==> src/rtl/iopmp_reg_pkg.sv <==
// Shared types and helpers for the IOPMP register bank.
package iopmp_reg_pkg;

   // Software-visible access behaviour of one register.
   typedef enum logic [2:0] {
      ACC_RW,
      ACC_RO,
      ACC_W1S,
      ACC_W1C,
      ACC_W1SS,
      ACC_W1CS,
      ACC_HWO
   } acc_e;

   // Request/response handshake state of the bank.
   typedef enum logic {
      ST_IDLE,
      ST_RESP
   } bank_state_e;

   // Read-only and hardware-only registers reject software writes.
   function automatic logic acc_sw_writable(acc_e acc);
      return !(acc == ACC_RO || acc == ACC_HWO);
   endfunction

endpackage

==> src/rtl/iopmp_reg_field.sv <==
// One register of the bank: bit-level next-state logic for all access types.
module iopmp_reg_field
   import iopmp_reg_pkg::*;
#(
   parameter int unsigned          DataWidth = 32,
   parameter acc_e                 Acc       = ACC_RW,
   parameter logic [DataWidth-1:0] InitVal   = '0
) (
   input  logic                 clk,
   input  logic                 rst_n,
   input  logic                 sw_we,
   input  logic [DataWidth-1:0] sw_mask,
   input  logic [DataWidth-1:0] sw_wdata,
   input  logic                 hw_we,
   input  logic [DataWidth-1:0] hw_wdata,
   output logic [DataWidth-1:0] q,
   output logic                 qe
);

   logic [DataWidth-1:0] q_d, q_q;
   logic                 qe_d, qe_q;
   logic [DataWidth-1:0] s_bits, sd_bits, base;

   // Merge hardware update and strobed software write according to the access type.
   always_comb begin
      s_bits  = sw_we ? sw_mask : '0;
      sd_bits = s_bits & sw_wdata;
      base    = hw_we ? hw_wdata : q_q;
      q_d     = base;
      unique case (Acc)
         ACC_RW:   q_d = (base & ~s_bits) | sd_bits;
         ACC_W1S:  q_d = base | sd_bits;
         ACC_W1C:  q_d = base & ~sd_bits;
         ACC_W1SS: q_d = q_q | base | sd_bits;
         ACC_W1CS: q_d = q_q & base & ~sd_bits;
         default:  q_d = base;
      endcase
      qe_d = sw_we & (|sw_mask);
   end

   // Register value and software-update pulse.
   always_ff @(posedge clk or negedge rst_n) begin
      if (!rst_n) begin
         q_q  <= InitVal;
         qe_q <= 1'b0;
      end else begin
         q_q  <= q_d;
         qe_q <= qe_d;
      end
   end

   assign q  = q_q;
   assign qe = qe_q;

endmodule

==> src/rtl/iopmp_reg_bank.sv <==
// IOPMP control/status register bank: decode, error check, handshake FSM and lock.
module iopmp_reg_bank
   import iopmp_reg_pkg::*;
#(
   parameter int unsigned                        NumRegs   = 8,
   parameter int unsigned                        DataWidth = 32,
   parameter int unsigned                        AddrWidth = $clog2(NumRegs) + 2,
   parameter acc_e                               AccTypes [NumRegs] = '{default: ACC_RW},
   parameter logic [NumRegs-1:0][DataWidth-1:0]  InitVals  = '0,
   parameter logic [NumRegs-1:0]                 Lockable  = '0,
   parameter int unsigned                        LockReg   = 0,
   parameter int unsigned                        LockBit   = 0
) (
   input  logic                           clk,
   input  logic                           rst_n,
   input  logic                           req_valid,
   output logic                           req_ready,
   input  logic                           req_write,
   input  logic [AddrWidth-1:0]           req_addr,
   input  logic [DataWidth-1:0]           req_wdata,
   input  logic [DataWidth/8-1:0]         req_wstrb,
   output logic                           rsp_valid,
   input  logic                           rsp_ready,
   output logic [DataWidth-1:0]           rsp_rdata,
   output logic                           rsp_err,
   input  logic [NumRegs-1:0]             hw_we,
   input  logic [NumRegs*DataWidth-1:0]   hw_wdata,
   output logic [NumRegs*DataWidth-1:0]   q,
   output logic [NumRegs-1:0]             qe,
   output logic                           locked
);

   localparam int unsigned IdxW = AddrWidth - 2;

   bank_state_e          state_d, state_q;
   logic [DataWidth-1:0] rsp_rdata_d, rsp_rdata_q;
   logic                 rsp_err_d, rsp_err_q;

   logic [IdxW-1:0]      idx;
   logic                 sel_hit, sel_lockable, req_err, accept;
   acc_e                 sel_acc;
   logic [DataWidth-1:0] sel_rdata, wmask;
   logic [NumRegs-1:0]   reg_sw_we;

   assign idx    = req_addr[AddrWidth-1:2];
   assign accept = req_valid && (state_q == ST_IDLE);
   assign locked = q[LockReg*DataWidth + LockBit];

   // Decode the addressed register, classify errors and route the write enable.
   always_comb begin
      sel_hit      = 1'b0;
      sel_acc      = ACC_RW;
      sel_lockable = 1'b0;
      sel_rdata    = '0;
      for (int i = 0; i < NumRegs; i++) begin
         if (idx == IdxW'(i)) begin
            sel_hit      = 1'b1;
            sel_acc      = AccTypes[i];
            sel_lockable = Lockable[i];
            sel_rdata    = q[i*DataWidth +: DataWidth];
         end
      end
      req_err = !sel_hit || (req_addr[1:0] != 2'b00) ||
                (req_write && (!acc_sw_writable(sel_acc) || (sel_lockable && locked)));
      for (int i = 0; i < NumRegs; i++) begin
         reg_sw_we[i] = accept && req_write && !req_err && (idx == IdxW'(i));
      end
      for (int b = 0; b < DataWidth; b++) begin
         wmask[b] = req_wstrb[b/8];
      end
   end

   // One register instance per address slot.
   for (genvar gi = 0; gi < NumRegs; gi++) begin : g_reg
      iopmp_reg_field #(
         .DataWidth (DataWidth),
         .Acc       (AccTypes[gi]),
         .InitVal   (InitVals[gi])
      ) u_field (
         .clk      (clk),
         .rst_n    (rst_n),
         .sw_we    (reg_sw_we[gi]),
         .sw_mask  (wmask),
         .sw_wdata (req_wdata),
         .hw_we    (hw_we[gi]),
         .hw_wdata (hw_wdata[gi*DataWidth +: DataWidth]),
         .q        (q[gi*DataWidth +: DataWidth]),
         .qe       (qe[gi])
      );
   end

   // Handshake state register.
   always_ff @(posedge clk or negedge rst_n) begin
      if (!rst_n) state_q <= ST_IDLE;
      else        state_q <= state_d;
   end

   // Next state: accept one request, then hold until the response is taken.
   always_comb begin
      state_d = state_q;
      unique case (state_q)
         ST_IDLE: if (req_valid) state_d = ST_RESP;
         ST_RESP: if (rsp_ready) state_d = ST_IDLE;
         default: state_d = ST_IDLE;
      endcase
   end

   // Handshake outputs derived from the current state.
   always_comb begin
      req_ready = (state_q == ST_IDLE);
      rsp_valid = (state_q == ST_RESP);
   end

   // Capture the response at acceptance and clear it once delivered.
   always_comb begin
      rsp_rdata_d = rsp_rdata_q;
      rsp_err_d   = rsp_err_q;
      if (accept) begin
         rsp_err_d   = req_err;
         rsp_rdata_d = (req_write || req_err) ? '0 : sel_rdata;
      end else if (state_q == ST_RESP && rsp_ready) begin
         rsp_err_d   = 1'b0;
         rsp_rdata_d = '0;
      end
   end

   // Response registers.
   always_ff @(posedge clk or negedge rst_n) begin
      if (!rst_n) begin
         rsp_rdata_q <= '0;
         rsp_err_q   <= 1'b0;
      end else begin
         rsp_rdata_q <= rsp_rdata_d;
         rsp_err_q   <= rsp_err_d;
      end
   end

   assign rsp_rdata = rsp_rdata_q;
   assign rsp_err   = rsp_err_q;

endmodule
==> config.mk <==
export PLATFORM = sky130hd
export DESIGN_NAME = iopmp_reg_bank
export DESIGN_NICKNAME = d
export VERILOG_FILES = /design/src/rtl/iopmp_reg_pkg.sv /design/src/rtl/iopmp_reg_field.sv /design/src/rtl/iopmp_reg_bank.sv
export SDC_FILE = /design/constraint.sdc
export NUM_CORES = 1
export LEC_CHECK = 0
export CORE_ASPECT_RATIO = 1.75
export CORE_MARGIN = 2
export CORE_UTILIZATION = 30
export CTS_BUF_LIST = sky130_fd_sc_hd__clkbuf_2 sky130_fd_sc_hd__clkbuf_4 sky130_fd_sc_hd__clkbuf_8
export DETAILED_ROUTE_END_ITERATION = 8
export PLACE_DENSITY_LB_ADDON = 0.1
export SLEW_MARGIN = 20
export SYNTH_ARGS = -nofsm -noshare
export SYNTH_HDL_FRONTEND = slang
export SYNTH_HIERARCHICAL = 1
export SYNTH_SLANG_ARGS = --single-unit
==> constraint.sdc <==
create_clock -name clk -period 2 [get_ports clk]
set_input_delay 0.5 -clock clk [delete_from_list [all_inputs] [get_ports clk]]
set_output_delay 0.5 -clock clk [all_outputs]
set_load 0.02 [all_outputs]
==> out/results.tsv, run 1 <==
stage	metric	value	unit
floorplanning	initial_utilization	30.4	%
synthesis	synthTopCellsByCount	315 x nand2_1, 302 x mux2i_1, 298 x dfrtp_1	
global_routing	track_usage	28.0	%
worst_setup_path	crit_type	reg -> out	
clocking	cts_sinks	298	
synthesis	synth.distinct_cells	41	
synthesis	synth-seq-cells	298	
global_routing	grt_pass1_wl	126	mm
worst_setup_path	worst-path-stages	1	
worst_setup_path	crit_buf_inv	1	
routing	detail_route.iter0.violations	1114	
cells_and_area	fin_area	26300	um2
synthesis	syn-mean-instance-area	9.32	um2
pwr	p_leak	11.6	nW
routing	avgRoutedWirePerCell	25.8	um
synthesis	syn_inst	1893	
placed_design	dpl.hpwl	65.3	mm
pwr	pwr-share-seq	39.2	%
cells_and_area	fin_cells	3404	
pwr	p_per_area	696	nW/um2
routing	via_count	17800	
synthesis	seq_area_frac_synth	42.2	%
pwr	p_int	0.0123	W
floorplanning	die_height	325	um
hold_path	worstHoldPathType	in -> reg	
pwr	p_clk_share	34.3	%
outcome	status	complete, no violations	
floorplanning	core_area	58100	um2
global_routing	antenna_found_initial	8	
clocking	clock_path_buffers	3	
synthesis	yosysMostFrequentCell	nand2_1	
sta	fin_tns_setup	0	ns
sta	fmax	514	MHz
sta	tightest_slew	0.631	ns
global_routing	grt_max_degree	68	
routing	wl	88.0	mm
sta	setup_viol	0	
worst_setup_path	reg2regPathDepth	10	
sta	slew_headroom	57.9	%
floorplanning	ios	610	
worst_setup_path	critPathRequiredTime	1.50	ns
synthesis	synth_ff_type	dfrtp_1	
sta	finClkSkew	0.0150	ns
cells_and_area	syn2layout_area_growth	49.1	%
worst_setup_path	r2r-start	rsp_valid$_DFF_PN0_	
worst_setup_path	crit_slowest_cell	dlygate4sd2_1	
sta	hold_viol	0	
worst_setup_path	critPathCaptureType	primary output	
global_routing	first_global_vias	18500	
clocking	cts_tree	built	
sta	post-route-min-period	1.95	ns
synthesis	synth_top_area_share	42.2	%
pwr	power	0.0183	W
placed_design	place_area	25500	um2
cells_and_area	final_util	45.3	%
worst_setup_path	worstPathMaxFanout	3	
clocking	tritoncts.num_buffers	50	
routing	drc	0	
synthesis	synthTopCellsByArea	dfrtp_1 42%, mux2i_1 17%, a21oi_1 7.4%, nand2_1 6.7%, nor2_1 5.6%	
synthesis	synth.net_count	2203	
sta	rsz0062_at_grt	true	
worst_setup_path	arrival	1.45	ns
floorplanning	die_x	187	um
clocking	cts-root-buf	clkbuf_8	
synthesis	syn_area	17700	um2
cells_and_area	drive_gt1_share	13.0	%
pwr	p_comb_share	26.5	%
synthesis	yosys.area.top_type	dfrtp_1	
routing	vias_per_cell	5.22	
pwr	switching_share	32.8	%
clocking	path_clk_slew	0.06	ns
cells_and_area	nets	2895	
routing	first_pass_iters	5	
synthesis	ys_warn_count	6	
pwr	power.switching	0.00601	W
floorplanning	rows	117	
routing	ant_nets	0	
worst_setup_path	start_kind	flop	
run	max-cap-violations	0	
worst_setup_path	crit_chain	dlygate4sd2_1	
placed_design	placed_cells	3301	
clocking	h-tree-depth	2	
synthesis	synth_edf_count	0	
placed_design	gp_congestion	0.874	
placed_design	port_buffers	609	
sta	fin_crit_sh	97.3	%
clocking	clock_latency	0.62	ns
worst_setup_path	slowest_delay	0.45	ns
pwr	ir_drop	0.410	mV
synthesis	synthArstFlopShare	100	%
floorplanning	dieArea	60900	um2
worst_setup_path	cp-endpoint	q[207]	
sta	slew_violations	0	
worst_setup_path	critPathTopFamily	buffers and inverters	
worst_setup_path	rrSetupSlack	0.12	ns
global_routing	overflow	0	
[power by group through the flow]
stage	Clock, W	Sequential (W)	Combinational, W
after detailed placement	0	0.00731	0.00527
after floorplan	0	0.00780	0.00157
final	0.00628	0.00719	0.00485
after CTS	0.00644	0.00719	0.00489
after global placement	0	0.00731	0.00524
after global routing	0.00666	0.00724	0.00513
[cell type report]
cell class	instances	area, um2
timing repair buffer	754	7510
antenna	8	20.0
sequential	298	7460
clock buffer	80	1000
clock inverter	10	128
inverter	1	3.75
tap	773	967
fill	5701	31800
multi-input combinational	1480	9240
[worst min-delay path, delay by kind of cell]
kind / cells / cell delay (ns)
multiplexers: 1 / 0.11
AO/OA/AOI/OAI: 1 / 0.14
buffers and inverters: 1 / 0.13
[cells in the final DEF (no fill, tap or decap), types with 4 or more instances in the layout]
master and instances:
o21a_1 31, nand4_1 17, nor2_1 258, o221ai_2 20, buf_12 57, nor2b_1 24
clkdlybuf4s15_2 4, mux2_2 46, nand2_1 314, buf_2 6, clkdlybuf4s50_1 293, dlygate4sd2_1 290
diode_2 8, o221ai_1 26, buf_4 94, clkinv_2 6, clkbuf_8 64, o22ai_1 26
a221oi_1 4, nor3_1 4, nor2_4 6, o21ai_1 4, nand3b_1 5, dfrtp_1 298
a21oi_1 260, nor4_1 64, o21ai_0 42, o2bb2ai_1 4, mux2i_1 302, clkbuf_4 16
[what timing repair did]
item,4_1_cts,5_1_grt
gates cloned,0,1
resized for setup,317,5
endpoints found under the setup margin,302,70
endpoints found under the hold margin,30,0
hold buffers,1,0
pin swaps,0,2
buffers inserted,0,3
[metrics by stage]
stage	hold slack, ns	setup WS (ns)
5_1_grt	0.289	-0.00791
3_5_place_dp	0.420	-0.665
2_1_floorplan	0.204	0.00202
3_3_place_gp	0.410	-0.662
4_1_cts	0.263	0.00722
6_report	0.310	0.0538
[routing by layer]
metal | up-vias | global-route usage (%) | routed length [um]
met5 | - | 0 | 13
met4 | 2 | 12.9 | 3940
met3 | 179 | 4.85 | 5550
met2 | 814 | 51.0 | 45300
met1 | 8573 | 31.8 | 33200
li1 | 8195 | - | -
[kinds of logic after synthesis]
family	Yosys count	share of synthesized area (%)
AO/OA/AOI/OAI	422	14.5
buffers and inverters	115	5.85
flip-flops	298	42.2
multiplexers	351	20.4
AND/OR/NAND/NOR	707	17.0
[how the worst min path moves through the flow]
| stage | start | end | slack (ns) | cells past startpoint |
|---|---|---|---|---|
| floorplan | rst_n | async pin | 0.20 | 0 |
| global placement | rst_n | async pin | 0.41 | 1 |
| detailed placement | rst_n | async pin | 0.42 | 1 |
| CTS | hw_we[7] | flop | 0.26 | 3 |
| global route | hw_we[7] | flop | 0.29 | 3 |
| finish | hw_we[7] | flop | 0.31 | 3 |
No activity file was read; power rests on OpenSTA's default activity.
==> run 2: changes to the inputs <==
CORE_MARGIN = 4   (was 2)
==> run 2 against run 1 <==
Global-route usage decreased by 0.98 points; count of clock-buffer cells in the layout grew 3; clock skew grew 0.0033 ns; fmax grew 0.48%; sequential cell count unchanged; register-to-register slack better by 0.02 ns; sequential power about the same; clock power is 4.1% lower; wire length is 0.62% higher; cell area down 0.88%; critical path type unchanged; critical endpoint is now q[240].
==> out/results.tsv, run 2 (synthesis results as in run 1) <==
stage	metric	value	unit	change
outcome	status	complete, no violations		unchanged
floorplanning	rows	117		unchanged
global_routing	grt_pass1_wl	126	mm	about the same
global_routing	overflow	0		unchanged
worst_setup_path	reg2regPathDepth	10		unchanged
floorplanning	die_x	191	um	was 187 um
sta	slew_headroom	65.1	%	was 57.9%
worst_setup_path	start_kind	flop		unchanged
worst_setup_path	critPathCaptureType	primary output		unchanged
worst_setup_path	critPathTopFamily	flip-flops		was buffers and inverters
global_routing	grt_max_degree	62		was 68
floorplanning	ios	610		unchanged
worst_setup_path	crit_slowest_cell	dfrtp_1		was dlygate4sd2_1
sta	tightest_slew	0.522	ns	was 0.631 ns
hold_path	holdPathStages	3		unchanged
cells_and_area	nFillCells	5833		was 5701
placed_design	port_buffers	609		unchanged
cells_and_area	nets	2891		was 2895
worst_setup_path	crit_type	reg -> out		unchanged
worst_setup_path	crit_buf_inv	1		unchanged
routing	ant_nets	0		unchanged
clocking	h-tree-depth	2		unchanged
sta	fmax	516	MHz	was 514 MHz
placed_design	placed_cells	3301		unchanged
routing	first_pass_iters	5		unchanged
routing	avgRoutedWirePerCell	26.1	um	was 25.8 um
worst_setup_path	slowest_delay	0.41	ns	was 0.45 ns
clocking	post_cts_buffers	0		unchanged
hold_path	holdCritStartpoint	req_wstrb[1]		was hw_we[7]
sta	setup_viol	0		unchanged
pwr	power	0.0180	W	was 0.0183 W
cells_and_area	syn2layout_area_growth	47.8	%	was 49.1%
routing	detail_route.iter0.violations	1246		was 1114
placed_design	gp_congestion	0.851		was 0.874
worst_setup_path	crit_chain	dlygate4sd2_1		unchanged
clocking	tritoncts.num_buffers	50		unchanged
sta	post-route-min-period	1.94	ns	was 1.95 ns
global_routing	track_usage	27.1	%	was 28.0%
worst_setup_path	worstPathMaxFanout	4		was 3
routing	vias_per_cell	5.21		was 5.22
cells_and_area	drive_gt1_share	12.7	%	was 13.0%
run	max-cap-violations	0		unchanged
worst_setup_path	worst-path-stages	1		unchanged
floorplanning	die_height	329	um	was 325 um
global_routing	antenna_found_initial	6		was 8
pwr	ir_drop	0.460	mV	was 0.410 mV
placed_design	dpl.hpwl	66.0	mm	was 65.3 mm
floorplanning	dieArea	62900	um2	was 60900 um2
cells_and_area	final_util	44.8	%	was 45.3%
sta	finClkSkew	0.0183	ns	was 0.0150 ns
sta	fin_crit_sh	96.8	%	was 97.3%
sta	hold_viol	0		unchanged
worst_setup_path	critPathRequiredTime	1.50	ns	about the same
hold_path	worstHoldPathType	in -> reg		unchanged
pwr	p_leak	11.5	nW	was 11.6 nW
clocking	clock_latency	0.61	ns	was 0.62 ns
pwr	p_per_area	692	nW/um2	was 696 nW/um2
clocking	cts-root-buf	clkbuf_8		unchanged
sta	finalHoldWorstSlack	0.267	ns	was 0.310 ns
cells_and_area	final_common_cell	nand2_1		unchanged
floorplanning	initial_utilization	30.3	%	was 30.4%
worst_setup_path	arrival	1.44	ns	was 1.45 ns
floorplanning	core_area	58300	um2	was 58100 um2
clocking	cts_sinks	298		unchanged
cells_and_area	layout_common_cells	314 x nand2_1, 302 x mux2i_1, 297 x dfrtp_1, 293 x clkdlybuf4s50_1, 287 x dlygate4sd2_1		was 314 x nand2_1, 302 x mux2i_1, 298 x dfrtp_1, 293 x clkdlybuf4s50_1, 290 x dlygate4sd2_1
sta	slew_violations	0		unchanged
routing	drc	0		unchanged
clocking	cts_tree	built		unchanged
cells_and_area	fin_cells	3393		was 3404
routing	wl	88.5	mm	was 88.0 mm
clocking	path_clk_slew	0.07	ns	was 0.06 ns
routing	via_count	17700		was 17800
global_routing	first_global_vias	18300		was 18500
clocking	clock_path_buffers	3		unchanged
worst_setup_path	r2r-start	rsp_valid$_DFF_PN0_		unchanged
## run 2: worst min-delay path, delay by kind of cell
family,cells,cell delay [ns]
compound gates,1,0.06
simple gates,1,0.10
buf+inv,1,0.18
## run 2: report_power, final
part / switching, W / internal, W
clock network: 0.00266 / 0.00336
logic: 0.00270 / 0.00214
registers: 0.000581 / 0.00660
## run 2: path summary, 6_finish.rpt
kind / endpoint / slack (ns)
setup / recovery: q[240] / 0.06
hold / removal: flop / 0.27
setup reg to reg: flop / 0.14
hold reg to reg: rsp_rdata[21]$_DFFE_PN0P_ / 0.48
max in group asynchronous: async pin / 0.80
min in group asynchronous: async pin / 0.42
## run 2: area by class of cell
type | instances | area (um2) | share of cell area (%)
diodes | 4 | 10.0 | 0.0384
inverters | 1 | 3.75 | 0.0144
clock buffers | 83 | 992 | 3.80
repair buffers | 750 | 7340 | 28.1
multi-input cells | 1480 | 9250 | 35.4
clock inverters | 4 | 72.6 | 0.278
flip-flops and latches | 298 | 7460 | 28.6
well taps | 773 | 967 | 3.71
## run 2: stage by stage
stage                     TNS [ns]  instance area, um2  setup slack [ns]
after floorplan                  0               17700           0.00202
after global placement      -95.87               25400            -0.516
after detailed placement   -102.33               25400            -0.583
after CTS                        0               26100          0.000744
after global routing       -0.0112               26100           -0.0104
final                            0               26100            0.0632
## run 2: repair_timing
action	4_1_cts	5_1_grt
setup endpoints to repair	300	45
gates resized for setup	313	12
pin swaps	0	0
hold buffers	1	0
cloned	0	0
endpoints found under the hold margin	29	0
## run 2: metal layers
| metal | wire length, um | vias up | global-route usage (%) |
|---|---|---|---|
| met5 | 28 | - | 0 |
| met4 | 4080 | 4 | 11.5 |
| met3 | 5730 | 167 | 5.18 |
| met2 | 44900 | 789 | 48.0 |
| met1 | 33700 | 8515 | 31.6 |
| li1 | - | 8194 | - |
==> run 3: changes to the inputs <==
CORE_MARGIN = not set   (was 4)
==> run 3 against run 2 <==
Via count grew 0.84%; global-route usage grew 2.0 points; sequential cell count is the same; wire length grew 1.3%; sequential share of layout area shrank 0.14 points; clock skew grew 0.0091 ns; combinational power shrank 1%; critical path type unchanged; worst setup slack lost 0.0097 ns.
==> out/results.tsv, run 3 (synthesis results as in run 1) <==
stage	metric	value	unit	change
floorplanning	die_height	323	um	was 329 um
placed_design	dpl.hpwl	63.6	mm	was 66.0 mm
run	max-cap-violations	0		unchanged
pwr	p_int	0.0121	W	about the same
routing	first_pass_iters	7		was 5
floorplanning	initial_utilization	30.4	%	was 30.3%
cells_and_area	final_common_cell	mux2i_1		was nand2_1
worst_setup_path	crit_chain	dlygate4sd2_1		unchanged
placed_design	place_area	25200	um2	was 25400 um2
sta	finalHoldWorstSlack	0.295	ns	was 0.267 ns
worst_setup_path	crit_type	reg -> out		unchanged
pwr	switching_share	33.4	%	was 32.9%
global_routing	grt_max_degree	61		was 62
worst_setup_path	worstPathMaxFanout	2		was 4
sta	rsz0062_at_grt	true		
placed_design	placed_cells	3277		was 3301
hold_path	worstHoldPathType	in -> reg		unchanged
outcome	status	complete, no violations		unchanged
routing	via_count	17800		was 17700
floorplanning	core_area	58100	um2	was 58300 um2
routing	ant_nets	0		unchanged
worst_setup_path	critPathCaptureType	primary output		unchanged
pwr	power	0.0181	W	was 0.0180 W
cells_and_area	drive_gt1_share	13.3	%	was 12.7%
worst_setup_path	start_kind	flop		unchanged
clocking	clock_latency	0.63	ns	was 0.61 ns
floorplanning	die_x	185	um	was 191 um
worst_setup_path	r2r-start	rsp_valid$_DFF_PN0_		unchanged
clocking	h-tree-depth	2		unchanged
hold_path	holdCritStartpoint	req_wstrb[2]		was req_wstrb[1]
pwr	power.switching	0.00606	W	was 0.00595 W
pwr	p_comb_share	26.5	%	was 26.9%
clocking	clock_path_buffers	3		unchanged
sta	tightest_slew	0.576	ns	was 0.522 ns
pwr	p_per_area	692	nW/um2	about the same
worst_setup_path	critPathTopFamily	flip-flops		unchanged
cells_and_area	layout_common_cells	302 x mux2i_1, 299 x nand2_1, 298 x dfrtp_1, 292 x clkdlybuf4s50_1, 288 x dlygate4sd2_1		was 314 x nand2_1, 302 x mux2i_1, 297 x dfrtp_1, 293 x clkdlybuf4s50_1, 287 x dlygate4sd2_1
sta	finClkSkew	0.0274	ns	was 0.0183 ns
cells_and_area	fin_area	26200	um2	was 26100 um2
routing	drc	0		unchanged
worst_setup_path	rrSetupSlack	0.07	ns	was 0.14 ns
global_routing	overflow	0		unchanged
worst_setup_path	crit_slowest_cell	dfrtp_1		unchanged
sta	fmax	514	MHz	was 516 MHz
worst_setup_path	arrival	1.45	ns	was 1.44 ns
worst_setup_path	crit_buf_inv	1		unchanged
cells_and_area	fin_cells	3387		was 3393
pwr	p_clk_share	33.9	%	was 33.4%
routing	detail_route.iter0.violations	1161		was 1246
pwr	p_leak	11.5	nW	about the same
clocking	tritoncts.num_buffers	49		was 50
sta	fin_tns_setup	0	ns	unchanged
floorplanning	ios	610		unchanged
cells_and_area	syn2layout_area_growth	48.5	%	was 47.8%
global_routing	first_global_vias	18200		was 18300
worst_setup_path	reg2regPathDepth	10		unchanged
clocking	path_clk_slew	0.07	ns	about the same
clocking	cts_sinks	298		unchanged
floorplanning	dieArea	59900	um2	was 62900 um2
hold_path	holdPathStages	3		unchanged
sta	fin_crit_sh	97.3	%	was 96.8%
floorplanning	rows	117		unchanged
sta	post-route-min-period	1.95	ns	was 1.94 ns
worst_setup_path	critPathRequiredTime	1.50	ns	about the same
cells_and_area	nets	2876		was 2891
sta	setup_viol	0		unchanged
global_routing	grt_pass1_wl	125	mm	was 126 mm
pwr	ir_drop	0.417	mV	was 0.460 mV
global_routing	antenna_found_initial	10		was 6
sta	slew_violations	0		unchanged
placed_design	gp_congestion	0.850		was 0.851
pwr	pwr-share-seq	39.7	%	was 39.8%
clocking	cts-root-buf	clkbuf_8		unchanged
worst_setup_path	slowest_delay	0.44	ns	was 0.41 ns
sta	slew_headroom	61.4	%	was 65.1%
sta	hold_viol	0		unchanged
routing	avgRoutedWirePerCell	26.5	um	was 26.1 um
placed_design	port_buffers	609		unchanged
routing	vias_per_cell	5.26		was 5.21
clocking	cts_tree	built		unchanged
routing	wl	89.7	mm	was 88.5 mm
global_routing	track_usage	29.1	%	was 27.1%
## run 3: cell types whose count changed in the layout (fill, tap and decap cells not counted), moves of 7 or more
cell	before	now
buf_4	102	79
nand2_1	314	299
nand2_2	1	16
nor2_1	259	250
clkbuf_4	24	16
nor2_2	0	8
clkbuf_8	59	66
## run 3: how the worst max path moves through the flow
| stage | depth (start not counted) | end | start | slack [ns] |
|---|---|---|---|---|
| after CTS | 1 | q[252] | flop | 0.00006 |
| final | 1 | q[233] | flop | 0.05 |
| after floorplan | 10 | flop | req_addr[2] | 0.002 |
| after global routing | 10 | flop | rsp_valid$_DFF_PN0_ | -0.05 |
| after detailed placement | 10 | flop | req_addr[1] | -0.75 |
| after global placement | 10 | flop | req_addr[1] | -0.78 |
## run 3: cell type report
class                           count  area, um2
Clock buffer                       82       1030
Sequential cell                   298       7460
Fill cell                        5782      31900
Multi-Input combinational cell   1480       9310
Tap cell                          773        967
Antenna cell                       10       25.0
Inverter                            1       3.75
Clock inverter                      7       62.6
Timing Repair Buffer              736       7360
## run 3: through the flow
stage / worst slack (ns) / utilization (%)
floorplan: 0.00202 / -
global placement: -0.782 / 43.3
detailed placement: -0.751 / 43.3
CTS: 0.0000639 / 44.7
global route: -0.0474 / 45.1
finish: 0.0535 / 45.1
## run 3: power by group through the flow
stage	registers [W]	logic (W)	clock network [W]
after global routing	0.00725	0.00508	0.00648
final	0.00720	0.00480	0.00614
after global placement	0.00731	0.00518	0
after floorplan	0.00780	0.00157	0
after detailed placement	0.00732	0.00520	0
after CTS	0.00719	0.00482	0.00630
## run 3: metal layers
metal	track usage, %	vias to the layer above	part of all wire [%]
li1	-	8157	-
met1	32.9	8605	37
met2	52.0	864	52
met3	4.80	189	6.7
met4	14.5	2	4.5
met5	0	-	0.019
## run 3: repair_timing
| action | CTS | global route |
|---|---|---|
| hold buffers | 1 | 0 |
| setup buffers | 1 | 4 |
| gates cloned | 1 | 4 |
| pin swaps | 1 | 12 |
| endpoints found under the setup margin | 393 | 61 |
| gates resized for setup | 320 | 32 |
| endpoints found under the hold margin | 26 | 0 |
